### config.mk
export PLATFORM = sky130hd
export DESIGN_NAME = pattern_sequencer
export DESIGN_NICKNAME = d
export VERILOG_FILES = /design/src/rtl/pattern_sequencer_pkg.sv /design/src/rtl/pattern_sequencer_rom.sv /design/src/rtl/pattern_sequencer.sv
export SDC_FILE = /design/constraint.sdc
export NUM_CORES = 1
export LEC_CHECK = 0
export BUFFER_PORTS_ARGS = -buffer_cell sky130_fd_sc_hd__buf_2
export CORE_ASPECT_RATIO = 0.7
export CORE_MARGIN = 3
export CORE_UTILIZATION = 45
export CTS_CLUSTER_SIZE = 14
export DETAILED_ROUTE_END_ITERATION = 6
export PLACE_DENSITY_LB_ADDON = 0.25
export SYNTH_ARGS = -nofsm -noshare
export SYNTH_HDL_FRONTEND = slang
export SYNTH_SLANG_ARGS = --single-unit
### constraint.sdc
create_clock -name clk -period 4.8 [get_ports clk]
set_input_delay 0.24 -clock clk [delete_from_list [all_inputs] [get_ports clk]]
set_output_delay 0.24 -clock clk [all_outputs]
set_load 0.02 [all_outputs]
### src/rtl/pattern_sequencer_pkg.sv
// Shared types and default widths for the pattern sequencer and its ROM.
package pattern_sequencer_pkg;

  localparam int DEFAULT_BITS = 32;
  localparam int DEFAULT_NX   = 6;

  typedef enum logic [2:0] {
    IDLE,
    FETCH,
    LOAD,
    TRAIN,
    VALID,
    DONE
  } state_e;

  typedef enum logic {
    PH_TRAIN,
    PH_VALID
  } phase_e;

endpackage

### src/rtl/pattern_sequencer_rom.sv
// Pattern store: DEPTH entries of {y, x} with a one-cycle registered read.
// Entry e holds feature j = (e+1)*256 + j and label = 0x5A00 + e.
module pattern_rom
  import pattern_sequencer_pkg::*;
#(
  parameter int NX    = DEFAULT_NX,
  parameter int BITS  = DEFAULT_BITS,
  parameter int DEPTH = 80,
  parameter int AW    = $clog2(DEPTH)
) (
  input  logic                      clk,
  input  logic [AW-1:0]             addr_i,
  output logic [NX-1:0][BITS-1:0]   x_o,
  output logic [BITS-1:0]           y_o
);

  logic [NX-1:0][BITS-1:0] x_q;
  logic [BITS-1:0]         y_q;

  function automatic logic [BITS-1:0] feature_word(input int unsigned entry,
                                                   input int unsigned feat);
    return BITS'(entry * 32'd256 + 32'd256 + feat);
  endfunction

  function automatic logic [BITS-1:0] label_word(input int unsigned entry);
    return BITS'(32'h0000_5A00 + entry);
  endfunction

  // Registered read of the constant pattern table.
  // NOTE: the read register carries no reset; ROM contents and its read
  // port are independent of rst and reset would only cost routing.
  always_ff @(posedge clk) begin
    for (int j = 0; j < NX; j++) begin
      x_q[j] <= feature_word(int'(addr_i), j);
    end
    y_q <= label_word(int'(addr_i));
  end

  assign x_o = x_q;
  assign y_o = y_q;

endmodule

### src/rtl/pattern_sequencer.sv
// Epoch/pattern sequencer: streams training then validation patterns to an
// external learner, counts validation errors and decays the learning rate.
module pattern_sequencer
  import pattern_sequencer_pkg::*;
#(
  parameter int              NX      = DEFAULT_NX,
  parameter int              BITS    = DEFAULT_BITS,
  parameter int              NTRAIN  = 64,
  parameter int              NVAL    = 16,
  parameter int              EPOCHS  = 10,
  parameter logic [BITS-1:0] LR_INIT = BITS'(32'h0000_0100),
  parameter int              LR_STEP = 4,
  parameter logic [BITS-1:0] LR_MIN  = BITS'(32'h0000_0001)
) (
  input  logic                             clk,
  input  logic                             rst,
  input  logic                             start,
  output logic [NX-1:0][BITS-1:0]          x,
  output logic [BITS-1:0]                  y,
  output logic [BITS-1:0]                  lr,
  output logic                             TR,
  output logic                             VL,
  output logic                             END,
  input  logic                             S_Train,
  input  logic                             S_Error,
  input  logic [BITS-1:0]                  Error,
  output logic [$clog2(NVAL+1)-1:0]        err_count,
  output logic [$clog2(EPOCHS+1)-1:0]      epoch,
  output logic                             busy
);

  localparam int DEPTH = NTRAIN + NVAL;
  localparam int AW    = $clog2(DEPTH);
  localparam int IMAX  = (NTRAIN > NVAL) ? NTRAIN : NVAL;
  localparam int IW    = $clog2(IMAX + 1);
  localparam int CW    = $clog2(NVAL + 1);
  localparam int EW    = $clog2(EPOCHS + 1);

  state_e                  state_q, state_d;
  phase_e                  phase_q, phase_d;
  logic [IW-1:0]           idx_q, idx_d;
  logic [CW-1:0]           acc_q, acc_d, acc_sum;
  logic [CW-1:0]           err_q, err_d;
  logic [EW-1:0]           epoch_q, epoch_d;
  logic [BITS-1:0]         lr_q, lr_d, lr_floor;
  logic signed [BITS-1:0]  lr_half;
  logic                    tr_q, vl_q, end_q, busy_q, load_xy;
  logic [NX-1:0][BITS-1:0] x_q, rom_x;
  logic [BITS-1:0]         y_q, rom_y;
  logic [AW-1:0]           rom_addr;
  logic                    unused_error;

  // Only bit 0 of Error carries the mismatch flag.
  assign unused_error = ^Error[BITS-1:1];

  // Validation patterns sit directly after the training block.
  assign rom_addr = (phase_q == PH_VALID) ? AW'(NTRAIN + int'(idx_q)) : AW'(idx_q);

  pattern_rom #(
    .NX    (NX),
    .BITS  (BITS),
    .DEPTH (DEPTH),
    .AW    (AW)
  ) u_rom (
    .clk    (clk),
    .addr_i (rom_addr),
    .x_o    (rom_x),
    .y_o    (rom_y)
  );

  // Halve as a signed value, never dropping below the floor.
  assign lr_half  = $signed(lr_q) >>> 1;
  assign lr_floor = (lr_half > $signed(LR_MIN)) ? lr_half : LR_MIN;

  // Next-state and bookkeeping decisions for the run.
  // NOTE: every variable gets its hold value first so no path leaves one
  // unassigned, which would otherwise infer a latch.
  always_comb begin
    state_d = state_q;
    phase_d = phase_q;
    idx_d   = idx_q;
    acc_d   = acc_q;
    err_d   = err_q;
    epoch_d = epoch_q;
    lr_d    = lr_q;
    load_xy = 1'b0;
    acc_sum = (acc_q < CW'(NVAL)) ? acc_q + CW'(Error[0]) : acc_q;

    case (state_q)
      IDLE, DONE: begin
        if (start) begin
          state_d = FETCH;
          phase_d = PH_TRAIN;
          idx_d   = '0;
          epoch_d = '0;
          acc_d   = '0;
          lr_d    = LR_INIT;
        end
      end
      FETCH: state_d = LOAD;
      LOAD: begin
        load_xy = 1'b1;
        state_d = (phase_q == PH_VALID) ? VALID : TRAIN;
      end
      TRAIN: begin
        if (S_Train) begin
          state_d = FETCH;
          if (idx_q == IW'(NTRAIN - 1)) begin
            idx_d   = '0;
            phase_d = PH_VALID;
          end else begin
            idx_d = idx_q + IW'(1);
          end
        end
      end
      VALID: begin
        if (S_Error) begin
          if (idx_q == IW'(NVAL - 1)) begin
            err_d   = acc_sum;
            acc_d   = '0;
            idx_d   = '0;
            epoch_d = epoch_q + EW'(1);
            if ((int'(epoch_d) % LR_STEP) == 0) begin
              lr_d = lr_floor;
            end
            if (epoch_d == EW'(EPOCHS)) begin
              state_d = DONE;
            end else begin
              phase_d = PH_TRAIN;
              state_d = FETCH;
            end
          end else begin
            acc_d   = acc_sum;
            idx_d   = idx_q + IW'(1);
            state_d = FETCH;
          end
        end
      end
      default: state_d = IDLE;
    endcase
  end

  // State and registered outputs; rst overrides everything on the same edge.
  // NOTE: sequential state uses non-blocking assignments so every register
  // samples pre-edge values regardless of statement order.
  always_ff @(posedge clk) begin
    if (rst) begin
      state_q <= IDLE;
      phase_q <= PH_TRAIN;
      idx_q   <= '0;
      acc_q   <= '0;
      err_q   <= '0;
      epoch_q <= '0;
      lr_q    <= LR_INIT;
      tr_q    <= 1'b0;
      vl_q    <= 1'b0;
      end_q   <= 1'b0;
      busy_q  <= 1'b0;
      x_q     <= '0;
      y_q     <= '0;
    end else begin
      state_q <= state_d;
      phase_q <= phase_d;
      idx_q   <= idx_d;
      acc_q   <= acc_d;
      err_q   <= err_d;
      epoch_q <= epoch_d;
      lr_q    <= lr_d;
      tr_q    <= (state_d == TRAIN);
      vl_q    <= (state_d == VALID);
      end_q   <= (state_d == DONE);
      busy_q  <= (state_d inside {FETCH, LOAD, TRAIN, VALID});
      if (load_xy) begin
        x_q <= rom_x;
        y_q <= rom_y;
      end
    end
  end

  assign x         = x_q;
  assign y         = y_q;
  assign lr        = lr_q;
  assign TR        = tr_q;
  assign VL        = vl_q;
  assign END       = end_q;
  assign busy      = busy_q;
  assign err_count = err_q;
  assign epoch     = epoch_q;

endmodule

==> results.yml <==
run_status:
  status: "completed"
sta:
  finalHoldViolations: 0
  setup_viol_count_final: 0
  post-route-period-util: 0.620
  layout_min_cycle_time_ns: 2.97
  slew_headroom: 0.253
  fmax_mhz: 336
  tightest_slew_ns: 1.12
  rsz0062_at_grt: "no"
  hold_slack_ns: 0.347
  setup-tns-final_ns: 0
  skew_ns: 0.00661
  slew_violations: 0
pwr:
  pwr-share-clk: 0.430
  p_switching_mw: 0.463
  p_leak_nw: 2.53
  power_density_nw_per_um2: 338
  peakVddDrop_mv: 0.163
  netSwitchingFraction: 0.269
  comb_power_share: 0.122
  pwr-share-seq: 0.449
  p_int_mw: 1.26
detailed_routing:
  firstDrtPassIters: 4
  drt-wirelength-per-cell_um: 12.3
  routed_wl_mm: 9.42
  drtAntennaViolNets: 0
  drc_errors: 0
  viasPerCell: 4.35
  drt_iter0_markers: 215
  routed-via-count: 3334
die:
  coreArea_um2: 10700
  initial_core_util: 0.479
  die_area_um2: 12800
  ioPinCount: 306
  dieHeight_um: 95.5
  std_cell_rows: 31
  die_width_um: 134
synthesis:
  synth.area.top_cells: "dfxtp_1 (35%), buf_4 (31%), a22o_1 (4.9%), nand2_1 (3.0%), a21oi_1 (2.5%)"
  synth-edff-count: 0
  synthArstFlopShare: 0
  synth_commonest_cells: "buf_4 (211), dfxtp_1 (91), nand2_1 (41), a22o_1 (29), a21oi_1 (26)"
  ys_types: 59
  synth_area_um2: 5140
  yosys.area.top_type: "dfxtp_1"
  synth_top_area_share: 0.354
  synth_cells: 564
  yosys_warnings: 0
  yosys_most_used_dff: "dfxtp_1"
  synth.most_common_cell: "buf_4"
  yosysSeqAreaShare: 0.354
  ys_ff_latch: 91
  avgSynthCellArea_um2: 9.12
clock_network:
  clockBufferDepth: 2
  cts-root-buf: "clkbuf_16"
  numCtsBuffers: 9
  clock_latency_ns: 0.34
  htreeDepth: 3
  clock-sinks: 91
  path_clk_slew_ns: 0.06
  post-cts-setup-buffers: 0
  cts-hold-fix-buffers: 0
  cts_resized: 0
  cts_tree: "done"
setup_path:
  r2r_end: "lr[8]$_SDFFE_PP1P_"
  cp_slowest_cell: "and3b_1"
  crit_fanout: 31
  startpoint_type: "flip-flop"
  rrSetupSlack_ns: 1.83
  slowest_delay_ns: 1.02
  reg2regPathDepth: 6
  crit_type: "reg2reg"
  crit_path_cell_trace: "ha_1 > and4b_4 > nand2_2 > nor4_4 > and3b_1 > a22oi_1"
  r2r-start: "idx_q[0]$_SDFFE_PP0P_"
  crit_path_end_kind: "flip-flop"
  critPathBufInv: 0
  path_delay_family: "simple AND/OR/NAND/NOR gates"
  required_ns: 4.97
  worst_ep_arrival_time_ns: 3.14
layout:
  utilization: 0.473
  fin_nets: 658
  fin_cells: 767
  area_delta_synth_final_pct: -1.19
  num_antenna_cells: 0
  drive_above_1_share: 0.234
grt:
  grt_pass1_vias: 2708
  globalRouteOverflowTotal: 0
  antenna_found_initial: 0
  grt_util_all_layers: 0.132
  grt_max_degree: 46
  grt_pass1_wl_mm: 13.6
placed_design:
  io_buffers: 115
  post-place-cells: 753
  gp_congestion: 0.767
  hpwlAfterDp_mm: 7.03
flow_run:
  max_cap_viol_count: 0
hold_path:
  hold_path_class: "in2reg"
  hold-path-endpoint: "acc_q[0]$_SDFFE_PP0P_"
  min_path_cells: 4
  min-delay-start: "Error[0]"
## final cells by class
cell class              count  area, µm²
fillers                  1067       5660
multi-input cells         391       2150
flip-flops and latches     91       1820
repair buffers            115        576
clock buffers              10        239
well taps                 148        185
clock inverters             4       76.3
inverters                   8       30.0
## kinds of logic after synthesis
family	Yosys count	synth area share
buf+inv	240	0.342
simple gates	117	0.120
flops	91	0.354
compound gates	89	0.132
xor+xnor	12	0.0204
mux	9	0.0187
fa+ha+maj	5	0.0122
other cells	1	0.000729
## power groups by stage
stage | Combinational, mW | Clock, mW | Sequential (mW)
finish | 0.210 | 0.739 | 0.771
floorplan | 0.301 | 0 | 0.788
CTS | 0.206 | 0.758 | 0.771
global route | 0.226 | 0.787 | 0.772
global placement | 0.205 | 0 | 0.788
detailed placement | 0.206 | 0 | 0.788
## worst max path at each step
stage          slack [ns]                 end  cells past startpoint                  start
2_1_floorplan        2.99     busy$_SDFF_PP0_                      6  epoch[1]$_SDFFE_PP0P_
4_1_cts              1.81  lr[8]$_SDFFE_PP1P_                      6  idx_q[0]$_SDFFE_PP0P_
6_report             1.83  lr[8]$_SDFFE_PP1P_                      6  idx_q[0]$_SDFFE_PP0P_
3_5_place_dp         1.86  lr[8]$_SDFFE_PP1P_                      6  idx_q[0]$_SDFFE_PP0P_
5_1_grt              1.57  lr[8]$_SDFFE_PP1P_                      6  idx_q[0]$_SDFFE_PP0P_
3_3_place_gp         1.90  lr[8]$_SDFFE_PP1P_                      6  idx_q[0]$_SDFFE_PP0P_
## per-stage QoR
stage	instance area (µm²)	power, mW	setup WS [ns]
global placement	4770	0.993	1.90
global route	5080	1.79	1.57
CTS	5080	1.74	1.81
floorplan	5740	1.09	2.99
finish	5080	1.72	1.83
detailed placement	4770	0.995	1.86
## sequential cells by signal (all words and copies together) (netlist names), 4 cells and up
signal and flops:
u_rom.y_o 7, y 7, x 9, epoch 4, lr 31, idx_q 7, err_count 5, u_rom.x_o 8
acc_q 5
## metal layers
layer  up-vias  GRT usage  share of wire
met5         -          0              0
met4         0     0.0505          0.016
met3        14     0.0338          0.085
met2       161      0.211           0.46
met1      1530      0.174           0.44
li1       1629          -              -
## cell usage in the layout (no fill, tap or decap), types with 3 or more instances in the layout
cell type	instances
a211oi_1	7
a21oi_1	26
a22o_1	29
buf_2	115
clkbuf_16	9
conb_1	159
dfxtp_1	91
ha_1	5
inv_1	7
mux2i_1	7
nand2_1	41
nand2b_1	3
nand3_1	8
nand4b_1	4
nor2_1	21
nor3_1	13
nor4_1	6
o21ai_0	4
xnor2_1	7
xor2_1	5
## worst reg2reg max path: stages (launching register included)
cell	delay, ns
dfxtp_1	0.40
ha_1	0.28
and4b_4	0.27
nand2_2	0.10
nor4_4	0.52
and3b_1	1.02
a22oi_1	0.22
Note: power is estimated with default switching activity, not from simulation.
